==> src/rtl/csr_file.sv <==
// csr_file: LoongArch CSR file with exception/ERTN state handling, constant timer and interrupt request.
module csr_file (
  input  logic        clk,
  input  logic        resetn,
  input  logic        csr_re,
  input  logic [13:0] csr_num,
  output logic [31:0] csr_rvalue,
  input  logic        csr_we,
  input  logic [31:0] csr_wmask,
  input  logic [31:0] csr_wvalue,
  input  logic        wb_ex,
  input  logic        ertn_flush,
  input  logic [31:0] wb_pc,
  input  logic [5:0]  wb_ecode,
  input  logic [8:0]  wb_esubcode,
  input  logic [31:0] wb_vaddr,
  input  logic [7:0]  hw_int_in,
  input  logic        ipi_int_in,
  output logic [31:0] ex_entry,
  output logic [31:0] ertn_entry,
  output logic        has_int
);
  localparam logic [13:0] CRMD = 14'h0, PRMD = 14'h1, ECFG = 14'h4, ESTAT = 14'h5, ERA = 14'h6;
  localparam logic [13:0] BADV = 14'h7, EENTRY = 14'hC, SAVE0 = 14'h30, TID = 14'h40;
  localparam logic [13:0] TCFG = 14'h41, TVAL = 14'h42, TICLR = 14'h44;
  logic [2:0]       crmd_q, crmd_d, prmd_q, prmd_d;
  logic [12:0]      lie_q, lie_d;
  logic [1:0]       is_sw_q, is_sw_d;
  logic [7:0]       is_hw_q;
  logic             is_ti_q, is_ti_d, is_ipi_q, ti_set, sw_we;
  logic [5:0]       ecode_q, ecode_d;
  logic [8:0]       esub_q, esub_d;
  logic [31:0]      era_q, era_d, badv_q, badv_d, tid_q, tid_d, tcfg_q, tcfg_d, tval_q, tval_d;
  logic [25:0]      eentry_q, eentry_d;
  logic [3:0][31:0] save_q, save_d;
  logic [31:0]      keep, wm, rdata;
  logic [12:0]      is_v;
  assign sw_we = csr_we & ~wb_ex & ~ertn_flush;
  assign keep  = ~csr_wmask;
  assign wm    = csr_wvalue & csr_wmask;
  assign is_v  = {is_ipi_q, is_ti_q, 1'b0, is_hw_q, is_sw_q};
  always_comb begin
    crmd_d   = wb_ex ? 3'd0 : ertn_flush ? prmd_q :
               (sw_we && csr_num == CRMD) ? (crmd_q & keep[2:0]) | wm[2:0] : crmd_q;
    prmd_d   = wb_ex ? crmd_q : (sw_we && csr_num == PRMD) ? (prmd_q & keep[2:0]) | wm[2:0] : prmd_q;
    lie_d    = (sw_we && csr_num == ECFG) ? ((lie_q & keep[12:0]) | wm[12:0]) & 13'h1BFF : lie_q;
    is_sw_d  = (sw_we && csr_num == ESTAT) ? (is_sw_q & keep[1:0]) | wm[1:0] : is_sw_q;
    ecode_d  = wb_ex ? wb_ecode : ecode_q;
    esub_d   = wb_ex ? wb_esubcode : esub_q;
    era_d    = wb_ex ? wb_pc : (sw_we && csr_num == ERA) ? (era_q & keep) | wm : era_q;
    badv_d   = (wb_ex && wb_ecode == 6'h8) ? wb_pc : (wb_ex && wb_ecode == 6'h9) ? wb_vaddr :
               (sw_we && csr_num == BADV) ? (badv_q & keep) | wm : badv_q;
    eentry_d = (sw_we && csr_num == EENTRY) ? (eentry_q & keep[31:6]) | wm[31:6] : eentry_q;
    for (int k = 0; k < 4; k++)
      save_d[k] = (sw_we && csr_num == SAVE0 + 14'(k)) ? (save_q[k] & keep) | wm : save_q[k];
    tid_d    = (sw_we && csr_num == TID) ? (tid_q & keep) | wm : tid_q;
    tcfg_d   = (sw_we && csr_num == TCFG) ? (tcfg_q & keep) | wm : tcfg_q;
    // a TCFG write that leaves the timer enabled restarts the count, pre-empting this cycle's tick
    ti_set   = 1'b0;
    tval_d   = tval_q;
    if (sw_we && csr_num == TCFG && tcfg_d[0])
      tval_d = {tcfg_d[31:2], 2'b00};
    else if (tcfg_q[0] && tval_q != '1) begin
      ti_set = tval_q == '0;
      tval_d = (tval_q != '0) ? tval_q - 32'd1 : tcfg_q[1] ? {tcfg_q[31:2], 2'b00} : '1;
    end
    is_ti_d  = ti_set | (is_ti_q & ~(sw_we && csr_num == TICLR && wm[0]));
  end
  always_comb begin
    rdata = '0;
    case (csr_num)
      CRMD:          rdata = {28'd0, 1'b1, crmd_q};
      PRMD:          rdata = {29'd0, prmd_q};
      ECFG:          rdata = {19'd0, lie_q};
      ESTAT:         rdata = {1'b0, esub_q, ecode_q, 3'd0, is_v};
      ERA:           rdata = era_q;
      BADV:          rdata = badv_q;
      EENTRY:        rdata = {eentry_q, 6'd0};
      14'h30:        rdata = save_q[0];
      14'h31:        rdata = save_q[1];
      14'h32:        rdata = save_q[2];
      14'h33:        rdata = save_q[3];
      TID:           rdata = tid_q;
      TCFG:          rdata = tcfg_q;
      TVAL:          rdata = tval_q;
      default:       rdata = '0;
    endcase
  end
  assign csr_rvalue = csr_re ? rdata : '0;
  assign ex_entry   = {eentry_q, 6'd0};
  assign ertn_entry = era_q;
  assign has_int    = crmd_q[2] & |(is_v & lie_q);
  always_ff @(posedge clk) begin
    if (!resetn) begin
      crmd_q   <= '0;
      prmd_q   <= '0;
      lie_q    <= '0;
      is_sw_q  <= '0;
      is_hw_q  <= '0;
      is_ti_q  <= 1'b0;
      is_ipi_q <= 1'b0;
      ecode_q  <= '0;
      esub_q   <= '0;
      era_q    <= '0;
      badv_q   <= '0;
      eentry_q <= '0;
      save_q   <= '0;
      tid_q    <= '0;
      tcfg_q   <= '0;
      tval_q   <= '1;
    end else begin
      crmd_q   <= crmd_d;
      prmd_q   <= prmd_d;
      lie_q    <= lie_d;
      is_sw_q  <= is_sw_d;
      is_hw_q  <= hw_int_in;
      is_ti_q  <= is_ti_d;
      is_ipi_q <= ipi_int_in;
      ecode_q  <= ecode_d;
      esub_q   <= esub_d;
      era_q    <= era_d;
      badv_q   <= badv_d;
      eentry_q <= eentry_d;
      save_q   <= save_d;
      tid_q    <= tid_d;
      tcfg_q   <= tcfg_d;
      tval_q   <= tval_d;
    end
  end
endmodule

==> config.mk <==
export PLATFORM = sky130hd
export DESIGN_NAME = csr_file
export DESIGN_NICKNAME = d
export VERILOG_FILES = /design/src/rtl/csr_file.sv
export SDC_FILE = /design/constraint.sdc
export NUM_CORES = 1
export LEC_CHECK = 0
export BUFFER_PORTS_ARGS = -buffer_cell sky130_fd_sc_hd__buf_2
export CORE_AREA = 2 2 214 216
export CTS_CLUSTER_DIAMETER = 100
export CTS_CLUSTER_SIZE = 10
export DETAILED_ROUTE_END_ITERATION = 7
export DIE_AREA = 0 0 216 218
export PLACE_DENSITY = 0.62
export SLEW_MARGIN = 20
export SYNTH_ARGS = -nofsm -noshare
export SYNTH_HDL_FRONTEND = slang
export SYNTH_SLANG_ARGS = --single-unit
export TNS_END_PERCENT = 10
==> constraint.sdc <==
create_clock -name clk -period 6.68 [get_ports clk]
set_input_delay 0.334 -clock clk [delete_from_list [all_inputs] [get_ports clk]]
set_output_delay 0.334 -clock clk [all_outputs]
set_load 0.01 [all_outputs]
Word level (Yosys, flattened, before mapping)

Cells that the tools add are included.

Logic and storage cells: 123
Input bits: 172
Memory bits (writable): 0
Memory bits (read-only): 0
Latch bits: 0
Output and inout port bits: 97
Bits in registers: 359
Memories: 0

Div/mod/pow operators: 0
Bitwise gates (word level): 38
Shift-type cells: 0
Reduce and logical (&&, ||, !) cells: 29
$mul: 0
Add/subtract/negate cells: 1
Mux-type cells: 18
Eq/ne operators: 17
Order comparisons: 0

Operators with widths:

| kind                  | count |
|---|---|
| $pmux 32 s14          | 1 |
| $mux 32               | 11 |
| $and 32x32->32        | 9 |
| $or 32x32->32         | 8 |
| $eq 14x3->1 const B   | 4 |
| $eq 14x6->1 const B   | 4 |
| $eq 14x7->1 const B   | 4 |
| $logic_not 32->1      | 1 |
| $ne 32x32->1 const B  | 1 |
| $not 32->32           | 1 |
| $reduce_bool 32->1    | 1 |
| $sub 32x1->32 const B | 1 |
| $and 13x13->13        | 2 |
| $and 26x26->26        | 1 |
| $or 26x26->26         | 1 |
| $logic_and 1x1->1     | 19 |
| $eq 14x1->1 const B   | 1 |
| $eq 14x4->1 const B   | 1 |
| $logic_not 14->1      | 1 |
| $or 13x13->13         | 1 |
| $reduce_or 13->1      | 1 |
| $eq 6x4->1 const B    | 2 |
| $mux 3                | 4 |
| $reduce_bool 2->1     | 4 |
| other kinds (10)      | 19 |

Longest topological paths before layout

Depth after elaboration: 8
Mapped depth: 10
Mapped depth without buffers: 8

Least setup slack after synthesis

OpenSTA, ideal clock, no wires.

Kind: input to output
Start: input port csr_num[9]
End: output port csr_rvalue[18]
Data required time: 6.346 ns
Arrival: 2.321 ns
Stages on the path: 7
Path slack: 4.025 ns
Cell sequence: or4_1 > nor2_1 > nand2_1 > nor2_1 > clkbuf_1 > a22oi_1 > a31oi_1

Longest elaborated chain between the ends: 3
Elaborated cells between the ends (all ways): 16
Those cells by class: 13 x eq/ne; 2 x mux; 1 x reduce/logical

Ends and longest elaborated chain:

| item                                      | line | RTL |
|---|---|---|
| start, declared                           | 6    | `input logic [13:0] csr_num,` |
| $eq 14x7->1, or another cell as far along | 71   | `case (csr_num)` |
| $pmux 32 s14 (*)                          | 71   |  |
| $mux 32 (*)                               | 89   | `assign csr_rvalue = csr_re ? rdata : '0;` |
| end, declared                             | 7    | `output logic [31:0] csr_rvalue,` |

Every way passes the cells marked *; elsewhere a longest branch is shown, timed or not.

Worst setup path after layout

Start: input port csr_num[9]
End: output port csr_rvalue[19]

Same word-level chain as after synthesis.

==> key figures <==
Power and ir drop
  – NetSw: about 1200 uW
  – Cell Int Power: around 3400 uW
  – Power Density: 201.0 nW/um^2
  – Peak supply drop: roughly 0.14 mV
  – Switching power share of the total: between 20% and 30%
  – Logic pwr share: approximately 8.5%
  – Seq pwr share: 48.3%
  – Clock share of power: 43.2%
  – Lkg Pwr: 0.008367 uW

STA
  – Setup violations, final: 0
  – Hold slack: 0.03042 ns
  – Post-layout min period: ~4 ns
  – Fmax: approximately 250 MHz
  – Final critical-path share of the clock period: 60.77%
  – Worst-Margin Slew: 1.103 ns
  – Clock skew: 0.01565 ns
  – Worst slew margin: a little over a quarter
  – Setup_tns: 0 ns
  – Pins Over Slew Limit: 0
  – Final hold viol count: 0
  – Unrepaired setup endpoints after global routing: no

Floorplanning
  – Io pins: between 200 and 300
  – Die area: approximately 47000 um^2
  – Core Footprint: around 45000 um^2
  – Rows: 78
  – Initial Util: 44.52%
  – Die H: 218 um
  – Horiz. Die Dim: 216 um

Drt
  – Drt via density: 6.258
  – Highest Signal Layer: met5
  – Met1 wire length: 32450 um
  – WL per Instance: 24.15 um
  – Iteration-0 DRC Markers: 2450
  – Routed Antenna Nets: 0
  – Met2 wire len: 35220 um
  – DRC Markers: 0
  – Routed wl met3: 7415 um
  – Final wirelength: 78290 um
  – DRT Pass-1 Iters: 6
  – Vias post-DR: 20280

Setup path
  – Flop-to-flop setup slack: 3.73 ns
  – Worst Reg-to-Reg Cells: 7
  – Critical path depth: 8
  – Cell family with most CP delay: simple AND/OR/NAND/NOR gates
  – Worst reg2reg path endpoint: tval_q[21]
  – Critical Path Max Stage Delay: 0.81 ns
  – Crit end category: output pin
  – CP required: 6.35 ns
  – WP buf/inv: 3
  – Most used cell, CP: buf_2
  – WP data arrival: ~3.7 ns
  – Critical path's slowest cell: nor2_2
  – CP max FO: 14
  – Worst setup path class: input port to output pin
  – Worst setup path end: csr_rvalue[19]
  – Setup crit start: csr_num[9]
  – Reg-to-reg startpoint: tval_q[1]
  – Startpoint types: input port
  – Critical path, cell by cell: buf_2 > nor4_1 > nand2_1 > nor2_2 > buf_4 > a32oi_1 > a41oi_1 > buf_2

Clocking
  – Post-CTS Hold Buffers: 9
  – Worst-Skew Late Latency: 0.57 ns
  – CTS tree: built
  – Max Root-Sink Buffers: 3
  – Post-CTS Setup Repair Bufs: 0
  – Max H-tree Level: 2
  – CTS Buf Count: 41
  – Clock transition at the registers of the reported paths: 0.06 ns
  – PostCTS Resize Cnt: 0
  – Clock Tree Root: clkbuf_16
  – CTS sink cnt: 359

Logic synthesis
  – Post-synth top cells: nand2_1 (498), dfxtp_1 (359), nand3_1 (239), clkbuf_1 (221), mux2i_1 (174)
  – Synth area leader: dfxtp_1
  – Top FF cell, synth: dfxtp_1
  – Fraction of registers with async set/reset: 0%
  – Post-Syn Area per Cell: roughly 7.9 um^2
  – Synthesis-stage register bit count: about 360
  – Top cells by area, synth: dfxtp_1 (36%), nand2_1 (9.4%), mux2i_1 (8.7%)
  – Most frequent cell after synthesis: nand2_1
  – Mapped cell area: 19990 um^2
  – Part of the Yosys area used for sequential elements: 35.96%
  – Netlist cell types: between 70 and 80
  – Post-synth EDFFs: 0
  – Synth top area share: ~36%
  – Total of warnings raised by yosys: 0
  – Post-Synthesis Cells: ~2500

Global routing
  – GR Util All Layers: 32.26%
  – Initial antenna violation count: 4
  – First-pass GRT wire length: 117000 um
  – Largest net degree at the start of global routing: 134
  – Overflow after GRT: 0
  – Number of global-route vias before repair: 19160

Place
  – IO buf count: between 200 and 300
  – RePlAce Congestion: 0.9453
  – Inst Count DP: 3188
  – Detail Placement HPWL: 51440 um

Cells and area
  – Final std cells w/o fill: 3241
  – Area delta synth->final: 13.06%
  – Proportion of layout cells with a drive suffix above 1: between 10% and 20%
  – Layout Nets: roughly 2800

Hold path
  – Hold crit path type: input port to register

Flow run
  – Max-cap violations: 0

Outcome
  – Status: finished clean
==> worst register-to-register path, cell delays in order (launching register included) <==
cell and delay, ns:
dfxtp_1 0.47, ha_1 0.20, nand4_1 0.10, or4_1 0.56, o21a_1 0.49, nor2_1 0.73
a21boi_0 0.20, o221ai_1 0.10
==> per-stage QoR <==
stage               area, um^2  utilization (%)  total power [uW]  worst slack, ns
global placement         21460            47.81              2606            2.609
CTS                      22580            50.31              4561            2.525
detailed placement       21460            47.81              2612            2.522
global route             22600            50.33              4662            2.482
floorplan                20010                -              2454            4.025
finish                   22600            50.34              4543            2.621
==> routing by layer <==
metal / GRT usage, % / vias up
met5: 0 / -
met4: 13.08 / 4
met3: 6.709 / 212
met2: 51.83 / 1068
met1: 42.29 / 9773
li1: - / 9224
==> cells by family after synthesis <==
family / Yosys count / share of synthesized area (%)
multiplexers: 227 / 12.04
other: 1 / 0.01876
AND/OR/NAND/NOR: 1016 / 23.42
AO/OA/AOI/OAI: 633 / 22.04
flip-flops: 359 / 35.96
adder cells (fa/ha/maj): 3 / 0.1878
XOR/XNOR: 15 / 0.6573
buffers and inverters: 284 / 5.678
==> power by group through the flow <==
stage	combinational, uW	clock (uW)	sequential (uW)
final	384	1960	2190
after floorplan	219	0	2230
after global routing	409	2060	2200
after detailed placement	372	0	2240
after global placement	366	0	2240
after CTS	377	1990	2190
==> cell type report <==
cell class | count | area [um^2]
fillers | 4370 | 22300
multi-input cells | 1900 | 11800
flip-flops and latches | 359 | 7187
repair buffers | 315 | 1740
clock buffers | 42 | 1030
well taps | 600 | 750.7
inverters | 23 | 86.33
diodes | 2 | 5.005
==> layout by cell type (no fill, tap or decap), drive strengths merged, types with 25 or more instances in the layout <==
cell type / count
mux2: 47
nor3: 35
nor2: 78
buf: 305
a22oi: 55
o21ai: 96
dfxtp: 359
mux2i: 174
nor2b: 81
clkbuf: 43
nand3: 239
a222oi: 25
nand2: 498
a21oi: 120
a21boi: 174
==> worst min-delay path by stage <==
stage,from,to,slack (ns),cells after the start
final,wb_esubcode[8],esub_q[8],0.03,3
after global routing,wb_esubcode[8],esub_q[8],0.05,3
after CTS,wb_esubcode[4],esub_q[4],0.02,3
after detailed placement,register,register,0.45,2
after global placement,register,register,0.44,2
after floorplan,register,register,0.43,2
Note: power is estimated with default switching activity, not from simulation.
